**src/rtl/div_seq.sv**
```systemverilog
// div_seq: multi-cycle 32-bit divider for the EX stage.
//
// Restoring shift-subtract on a 65-bit partial remainder, one step per cycle,
// 32 steps. Operands are converted to magnitudes at load. The quotient and
// remainder signs are applied when the result is registered in END.
//
// Ports:
//   clk           rising-edge clock
//   rst           synchronous reset, active high
//   signed_div_i  1 = two's-complement divide, 0 = unsigned divide
//   opdata1_i     dividend (sampled only at load)
//   opdata2_i     divisor  (sampled only at load)
//   start_i       divide request, held until the result is consumed
//   annul_i       flush: abort the divide in flight, block a new one
//   result_o      {remainder, quotient}, valid while ready_o = 1
//   ready_o       result valid
//   stallreq_o    pipeline stall request while a divide is pending
//
// Build option:
//   DIV_ZERO_FASTPATH_EN  when defined, a zero divisor skips the iteration
//                         (BYZERO state) and returns an all-zero result.

module div_seq (
    input  logic        clk,
    input  logic        rst,
    input  logic        signed_div_i,
    input  logic [31:0] opdata1_i,
    input  logic [31:0] opdata2_i,
    input  logic        start_i,
    input  logic        annul_i,
    output logic [63:0] result_o,
    output logic        ready_o,
    output logic        stallreq_o
);

`ifdef DIV_ZERO_FASTPATH_EN
    typedef enum logic [1:0] {StFree, StOn, StEnd, StByZero} state_e;
`else
    typedef enum logic [1:0] {StFree, StOn, StEnd} state_e;
`endif

    state_e      state_q;
    logic [5:0]  cnt_q;
    logic [64:0] pr_q;        // {partial remainder, dividend/quotient bits}
    logic [31:0] divisor_q;
    logic        neg_quot_q;
    logic        neg_rem_q;

    logic        op1_neg, op2_neg;
    logic [31:0] op1_mag, op2_mag;
    logic [33:0] diff;
    logic [64:0] pr_step;
    logic [31:0] quot_fix, rem_fix;
    logic        pending;

    always_comb begin
        op1_neg = signed_div_i & opdata1_i[31];
        op2_neg = signed_div_i & opdata2_i[31];
        op1_mag = op1_neg ? (~opdata1_i + 32'd1) : opdata1_i;
        op2_mag = op2_neg ? (~opdata2_i + 32'd1) : opdata2_i;

        // Trial subtraction of the divisor from the left-shifted remainder;
        // diff[33] set means the shifted remainder is below the divisor.
        diff    = {pr_q[64:32], pr_q[31]} - {2'b00, divisor_q};
        pr_step = diff[33] ? {pr_q[63:0], 1'b0}
                           : {diff[32:0], pr_q[30:0], 1'b1};

        quot_fix = neg_quot_q ? (~pr_q[31:0] + 32'd1) : pr_q[31:0];
        rem_fix  = neg_rem_q  ? (~pr_q[63:32] + 32'd1) : pr_q[63:32];

`ifdef DIV_ZERO_FASTPATH_EN
        pending = (state_q == StOn) || (state_q == StByZero);
`else
        pending = (state_q == StOn);
`endif
        stallreq_o = ~rst & (pending | ((state_q == StFree) & start_i & ~annul_i));
    end

    always_ff @(posedge clk) begin
        if (rst) begin
            state_q    <= StFree;
            cnt_q      <= 6'd0;
            pr_q       <= 65'd0;
            divisor_q  <= 32'd0;
            neg_quot_q <= 1'b0;
            neg_rem_q  <= 1'b0;
            ready_o    <= 1'b0;
            result_o   <= 64'd0;
        end else begin
            case (state_q)
                StFree: begin
                    ready_o  <= 1'b0;
                    result_o <= 64'd0;
                    if (start_i && !annul_i) begin
                        pr_q       <= {33'd0, op1_mag};
                        divisor_q  <= op2_mag;
                        cnt_q      <= 6'd0;
                        neg_quot_q <= op1_neg ^ op2_neg;
                        neg_rem_q  <= op1_neg;
`ifdef DIV_ZERO_FASTPATH_EN
                        state_q    <= (opdata2_i == 32'd0) ? StByZero : StOn;
`else
                        state_q    <= StOn;
`endif
                    end
                end
                StOn: begin
                    if (annul_i) begin
                        state_q <= StFree;
                    end else begin
                        pr_q  <= pr_step;
                        cnt_q <= cnt_q + 6'd1;
                        if (cnt_q == 6'd31) begin
                            state_q <= StEnd;
                        end
                    end
                end
`ifdef DIV_ZERO_FASTPATH_EN
                StByZero: begin
                    if (annul_i) begin
                        state_q <= StFree;
                    end else begin
                        // Zeroed remainder/quotient makes the fix-up yield 0.
                        pr_q    <= 65'd0;
                        state_q <= StEnd;
                    end
                end
`endif
                StEnd: begin
                    if (!start_i) begin
                        state_q  <= StFree;
                        ready_o  <= 1'b0;
                        result_o <= 64'd0;
                    end else begin
                        ready_o  <= 1'b1;
                        result_o <= {rem_fix, quot_fix};
                    end
                end
                default: begin
                    state_q  <= StFree;
                    ready_o  <= 1'b0;
                    result_o <= 64'd0;
                end
            endcase
        end
    end

endmodule
```
**config.mk**
```make
export PLATFORM = sky130hd
export DESIGN_NAME = div_seq
export DESIGN_NICKNAME = d
export VERILOG_FILES = /design/src/rtl/div_seq.sv
export SDC_FILE = /design/constraint.sdc
export NUM_CORES = 1
export LEC_CHECK = 0
export ABC_AREA = 1
export CORE_ASPECT_RATIO = 1.2
export CORE_MARGIN = 4
export CORE_UTILIZATION = 35
export DETAILED_ROUTE_END_ITERATION = 8
export GPL_ROUTABILITY_DRIVEN = 0
export RECOVER_POWER = 50
export SLEW_MARGIN = 20
export SYNTH_ARGS = -nofsm -noshare
export SYNTH_HDL_FRONTEND = slang
export SYNTH_SLANG_ARGS = --single-unit
```
**constraint.sdc**
```tcl
create_clock -name clk -period 3 [get_ports clk]
set_clock_uncertainty 0.2 [all_clocks]
set_input_delay 0.3 -clock clk [delete_from_list [all_inputs] [get_ports clk]]
set_output_delay 0.3 -clock clk [all_outputs]
set_load 0.02 [all_outputs]
```
==> impl_metrics.csv, run 1 <==
group,metric,value,unit
worst_setup_path,path_class,"reg2reg",
die,core-area,35100,sq um
routing,drt-total-wl,43200,microns
timing,period_minus_slack,2.78,ns
timing,fin_crit_sh,92.5,%
grt,grt.total_usage,21.8,%
placed_design,dp_hpwl,33900,microns
routing,wl_per_cell,16.3,microns
routing,drt_iter0_drc,1117,
routing,remaining_drc_errors,0,
power_and_ir_drop,powerDensity,394,nW/um^2
cts,cts_tree,"done",
die,ios,135,
power_and_ir_drop,leakagePower,6.96,nW
grt,grt_pass1_vias,12780,
yosys,ys_seq_elements,172,
timing,slew_violations,0,
grt,grt_pass1_wl,68800,microns
worst_setup_path,cp_cell_sequence,"ha_1 > nand2_1 > inv_1 > nand2_1 > nand2_1 > a21oi_2 > nor2_1 > nor2_4 > nand2_4 > nand2_4 > nand3_1 > nand3_1 > a21oi_1",
worst_setup_path,cp-end-kind,"flop",
cells_and_area,antenna_cells,0,
worst_hold_path,min_path_cells,2,
yosys,synth-edff-count,0,
yosys,yosysWarningCount,0,
yosys,synthesis.area,12500,sq um
yosys,synthCells,2065,
grt,grt_antenna_before_repair,0,
worst_setup_path,r2r_slack,0.22,ns
flow_run,drv_cap,0,
worst_setup_path,cpMostUsedCell,"nand2_1",
cts,clock_latency,0.44,ns
cells_and_area,final_cell_mix,"nand2_1 (563), inv_1 (282), nand3_1 (223)",
run_status,status,"finished, final reports clean",
yosys,ys_seq_area_share,27.5,%
cts,clock-root-buffer,"clkbuf_16",
worst_setup_path,crit_start,"pr_q[54]",
worst_setup_path,rr_worst_depth,13,
die,start_util,35.6,%
yosys,syn-num-nets,2172,
timing,whs,0.260,ns
timing,slew_headroom,31.0,%
worst_hold_path,hold_class,"reg2reg",
cells_and_area,layoutNonFillerInstCount,2653,
die,die_y,215,microns
placed_design,dp_cells,2621,
worst_setup_path,r2r_start,"pr_q[54]",
routing,ant_nets,0,
timing,finalSetupTns,0,ns
worst_setup_path,worstSetupEndpoint,"pr_q[48]",
cells_and_area,layout_commonest_cell,"nand2_1",
yosys,syn_area_per_cell,6.05,sq um
worst_setup_path,critPathLaunchType,"flop",
power_and_ir_drop,finalPower,5.91,mW
timing,rsz0062_at_grt,"false",
timing,setup_viol,0,
timing,max_freq,0.360,GHz
timing,finalHoldViolCount,0,
die,rows,75,
cts,cts.hold.buffers_added,0,
yosys,synthArstFlopShare,0,%
routing,vias,13805,
die,die_area,38800,sq um
cells_and_area,finalNetCount,2285,
cells_and_area,drive_above_1_share,5.29,%
power_and_ir_drop,vdd_ir_drop_max,0.000349,V
die,chipWidth,181,microns
cts,htreeDepth,4,
cts,cts_sinks,172,
yosys,yosys_most_used_dff,"dfxtp_1",
cts,cts_buffer_depth,2,
cts,numCtsBuffers,17,
worst_setup_path,worst_ep_required_time,3.08,ns
worst_setup_path,r2r-end,"pr_q[48]",
cts,clkTransAtPathRegs,0.07,ns
grt,grt_max_degree,90,
worst_setup_path,cpMaxStageDelayCell,"dfxtp_1",
placed_design,io_buffers,134,
worst_setup_path,critPathMaxFanout,33,
grt,grt-ovfl-total,0,
worst_setup_path,slowest_delay,0.51,ns
yosys,synth_cell_types,48,
routing,firstDrtPassIters,6,
cells_and_area,area_delta_synth_final,20.0,%
worst_setup_path,arrival,2.85,ns
routing,vias_per_cell,5.20,
timing,worstMarginPinSlew,1.03,ns
## power breakdown
group / internal, mW / switching (mW)
combinational: 0.434 / 0.828
sequential: 2.34 / 0.0652
clock: 1.18 / 1.06
## metrics by stage
step	util (%)	setup WS [ns]	instance area, sq um
finish	42.7	0.225	15000
global placement	41.1	0.287	14400
global route	42.7	0.0139	15000
floorplan	-	0.796	12500
detailed placement	41.1	0.255	14400
CTS	42.8	0.237	15000
## worst min-delay path by stage
stage | startpoint | end | slack (ns)
final | result_o[8] | result_o[8] | 0.26
after global routing | result_o[38] | result_o[38] | 0.28
after CTS | opdata2_i[0] | divisor_q[0] | 0.25
after detailed placement | result_o[7] | result_o[7] | 0.25
after global placement | result_o[17] | result_o[17] | 0.25
after floorplan | opdata2_i[31] | neg_quot_q | 0.22
## repair_timing
item / 4_1_cts / 5_1_grt
endpoints found under the hold margin: 0 / 0
gates resized for setup: 0 / 1
buffers inserted: 0 / 0
endpoints found under the setup margin: 0 / 16
## metal layers
metal | vias to the layer above | share of wire [%] | global-route usage, %
met5 | - | 0 | 0
met4 | 0 | 2.8 | 6.78
met3 | 70 | 6.8 | 3.70
met2 | 480 | 45 | 34.8
met1 | 6270 | 45 | 30.1
li1 | 6985 | - | -
## worst max-delay path: cells and delay by family (launching register included)
kind                     cells  cell delay (ns)
AND/OR/NAND/NOR              9             1.27
adder cells (fa/ha/maj)      1             0.34
AO/OA/AOI/OAI                2             0.22
buffers and inverters        1             0.07
flip-flops                   1             0.51
## cells in the mapped netlist, drive strengths merged (25+ instances only)
| cell type | number | area share, % |
|---|---|---|
| dfxtp | 172 | 28 |
| clkbuf | 53 | 1.6 |
| a21oi | 201 | 8.1 |
| buf | 31 | 1.5 |
| nand2 | 571 | 17 |
| nand3 | 232 | 9.6 |
| ha | 37 | 3.7 |
| nand4 | 25 | 1.3 |
| nor2 | 174 | 5.4 |
| xor2 | 28 | 2.0 |
| inv | 283 | 8.5 |
| o21ai | 93 | 3.8 |
## state kept, by name (all words and copies together), names as in the netlist
| signal | count |
|---|---|
| cnt_q | 6 |
| divisor_q | 32 |
| neg_quot_q | 1 |
| neg_rem_q | 1 |
| pr_q | 65 |
| ready_o | 1 |
| result_o | 64 |
| state_q | 2 |
## area by class of cell
class	count	area [sq um]
Multi-Input combinational cell	1525	7630
Tap cell	462	578
Inverter	284	1070
Timing Repair Buffer	178	1700
Clock inverter	14	154
Clock buffer	18	429
Sequential cell	172	3440
Fill cell	3777	20100
## cells by family after synthesis
group / after synthesis / share of synthesized area (%)
buffers and inverters: 368 / 11.6
xor gates and xnor gates: 49 / 3.43
AOI/OAI and AO/OA: 367 / 16.2
adders and majority gates: 38 / 3.86
and+or+nand+nor: 1071 / 37.4
DFF: 172 / 27.5
(Power assumes the default switching activity.)
==> inputs of run 2 (changes only) <==
--- a/config.mk
+++ b/config.mk
@@ -11,6 +11,7 @@
 export CORE_UTILIZATION = 35
 export DETAILED_ROUTE_END_ITERATION = 8
 export GPL_ROUTABILITY_DRIVEN = 0
+export HOLD_SLACK_MARGIN = 0.03
 export RECOVER_POWER = 50
 export SLEW_MARGIN = 20
 export SYNTH_ARGS = -nofsm -noshare
==> results of run 2 <==
The final DEF is identical to that of run 1; final timing and power are the same.
==> inputs of run 3 (changes only) <==
==> constraint.sdc (replaced) <==
create_clock -name clk -period 3 [get_ports clk]
set_clock_uncertainty 0.2 [all_clocks]
set_input_delay 0.3 -clock clk [delete_from_list [all_inputs] [get_ports clk]]
set_output_delay 0.3 -clock clk [all_outputs]
set_load 0.1 [all_outputs]
==> run 3 against run 2 <==
Net effect:
- critical path depth unchanged
- setup slack better by 0.028 ns
- cell area down 2.7%
- hold slack better by 0.0047 ns
- clock-buffer cell count unchanged
- largest cell class unchanged
- critical path type unchanged
==> impl_metrics.csv, run 3 (same netlist as run 1, synthesis figures left out) <==
group,metric,value,unit
timing,rsz0062_at_grt,"false",
cells_and_area,largest_reg_flops,65,
grt,grt-ovfl-total,0,
worst_setup_path,cp_cell_sequence,"ha_1 > nand2_1 > inv_1 > nand2_1 > nand2_1 > a21oi_2 > nor2_1 > nor2_4 > nand2_4 > nand2_4 > nand3_1 > nand3_1 > a21oi_1",
cells_and_area,final_cell_mix,"nand2_1 (563), inv_1 (282), nand3_1 (223)",
routing,drt-total-wl,43100,microns
worst_setup_path,critPathMaxFanout,33,
cells_and_area,area_delta_synth_final,16.8,%
grt,grt_pass1_wl,67400,microns
cells_and_area,seq_area,3440,sq um
timing,worstMarginPinSlew,1.29,ns
cts,clock_latency,0.44,ns
power_and_ir_drop,p_clk_share,37.5,%
cells_and_area,multiInputGateArea,7630,sq um
worst_setup_path,cp-end-kind,"flop",
timing,setup_viol,0,
worst_setup_path,path_class,"reg2reg",
cts,numCtsBuffers,17,
placed_design,io_buffers,134,
die,die_y,215,microns
worst_setup_path,path_delay_family,"simple AND/OR/NAND/NOR gates",
cells_and_area,fill_cells,3893,
run_status,status,"finished, final reports clean",
timing,period_minus_slack,2.75,ns
grt,grt_antenna_before_repair,0,
worst_setup_path,cpMostUsedCell,"nand2_1",
die,start_util,35.6,%
routing,drt_iter0_drc,1218,
timing,slew_violations,0,
worst_setup_path,arrival,2.83,ns
timing,slew_headroom,14.1,%
timing,fin_crit_sh,91.6,%
power_and_ir_drop,leakagePower,6.57,nW
routing,ant_nets,0,
cts,clkTransAtPathRegs,0.08,ns
routing,remaining_drc_errors,0,
cts,clock-root-buffer,"clkbuf_16",
cells_and_area,drive_above_1_share,5.21,%
timing,whs,0.265,ns
cells_and_area,largest_registers,"pr_q x65, result_o x64, divisor_q x32",
timing,max_freq,0.364,GHz
power_and_ir_drop,switching_share,34.0,%
routing,vias_per_cell,5.15,
power_and_ir_drop,powerDensity,404,nW/um^2
die,core-area,35100,sq um
die,ios,135,
timing,finalSetupTns,0,ns
power_and_ir_drop,internal_power,3.89,mW
routing,vias,13649,
cts,cts_setup_buffers,0,
cts,cts_sinks,172,
die,die_area,38800,sq um
power_and_ir_drop,power.share.sequential,40.9,%
cells_and_area,top_register,"pr_q",
grt,grt_pass1_vias,12432,
grt,grt_max_degree,86,
power_and_ir_drop,power_frac_comb,21.6,%
cts,cts_buffer_depth,2,
worst_setup_path,critPathLaunchType,"flop",
worst_hold_path,hold_class,"reg2reg",
cells_and_area,finalNetCount,2284,
flow_run,drv_cap,0,
die,rows,75,
cells_and_area,layout_commonest_cell,"nand2_1",
power_and_ir_drop,vdd_ir_drop_max,0.000345,V
worst_setup_path,slowest_delay,0.51,ns
power_and_ir_drop,p_switching,2.01,mW
grt,grt.total_usage,21.4,%
die,chipWidth,181,microns
worst_setup_path,critical_path_buf_inv_count,1,
cts,htreeDepth,4,
routing,wl_per_cell,16.3,microns
worst_setup_path,worst_ep_required_time,3.08,ns
routing,firstDrtPassIters,6,
cells_and_area,antenna_cells,0,
cts,cts_tree,"done",
timing,finalHoldViolCount,0,
placed_design,dp_hpwl,33700,microns
worst_setup_path,cpMaxStageDelayCell,"dfxtp_1",
## run 3: changes by cell type in the layout (fill, tap and decap cells not counted), sizes merged
cell	before	now
dlygate4sd3	68	2
clkdlybuf4s50	65	66
inv	290	288
clkbuf	20	86
buf	43	41
clkinv	4	7
bufinv	1	0
## run 3: final cells by class
class | instances | share of cell area [%]
Clock buffer | 18 | 2.94
Tap cell | 462 | 3.96
Inverter | 284 | 7.30
Timing Repair Buffer | 177 | 8.87
Clock inverter | 14 | 1.05
Sequential cell | 172 | 23.6
Multi-Input combinational cell | 1525 | 52.3
## run 3: worst register-to-register path: stages, from the launching register on
cell	delay, ns
dfxtp_1	0.51
ha_1	0.35
nand2_1	0.14
inv_1	0.06
nand2_1	0.06
nand2_1	0.07
a21oi_2	0.16
nor2_1	0.09
nor2_4	0.17
nand2_4	0.09
nand2_4	0.30
nand3_1	0.21
nand3_1	0.11
a21oi_1	0.06
## run 3: final timing paths
| path | from | end | slack (ns) | cells past startpoint |
|---|---|---|---|---|
| setup reg to reg | pr_q[54] | pr_q[48] | 0.25 | 13 |
| hold / removal | result_o[21] | result_o[21] | 0.26 | 2 |
| setup / recovery | pr_q[54] | pr_q[48] | 0.25 | 13 |
| hold reg to reg | result_o[21] | result_o[21] | 0.26 | 2 |
## run 3: timing repair
| action | in CTS | in global routing |
|---|---|---|
| endpoints found under the hold margin | 8 | 0 |
| hold buffers | 1 | 0 |
| gates resized for setup | 0 | 1 |
| setup endpoints to repair | 0 | 10 |
## run 3: metrics by stage
stage	power (mW)	instance area [sq um]	setup WS, ns	instances	utilization (%)
after global routing	6.16	14600	0.0670	2652	41.6
final	5.89	14600	0.253	2652	41.6
after detailed placement	3.72	14300	0.176	2619	40.6
after global placement	3.71	14300	0.190	2619	40.6
after CTS	5.92	14900	0.179	2652	42.3
after floorplan	3.28	12500	0.282	2065	-
## run 3: layer usage
metal,part of all wire (%),vias up,track usage (%)
met2,45,481,34.3
met4,2.9,0,6.51
li1,-,6957,-
met1,46,6148,30.0
met5,0,-,0
met3,6.0,63,2.81
## run 3: power by group through the flow
stage / registers (mW) / clock network [mW] / logic [mW]
detailed placement: 2.46 / 0 / 1.26
global route: 2.41 / 2.33 / 1.42
floorplan: 2.43 / 0 / 0.847
global placement: 2.46 / 0 / 1.25
CTS: 2.40 / 2.26 / 1.27
finish: 2.41 / 2.21 / 1.27
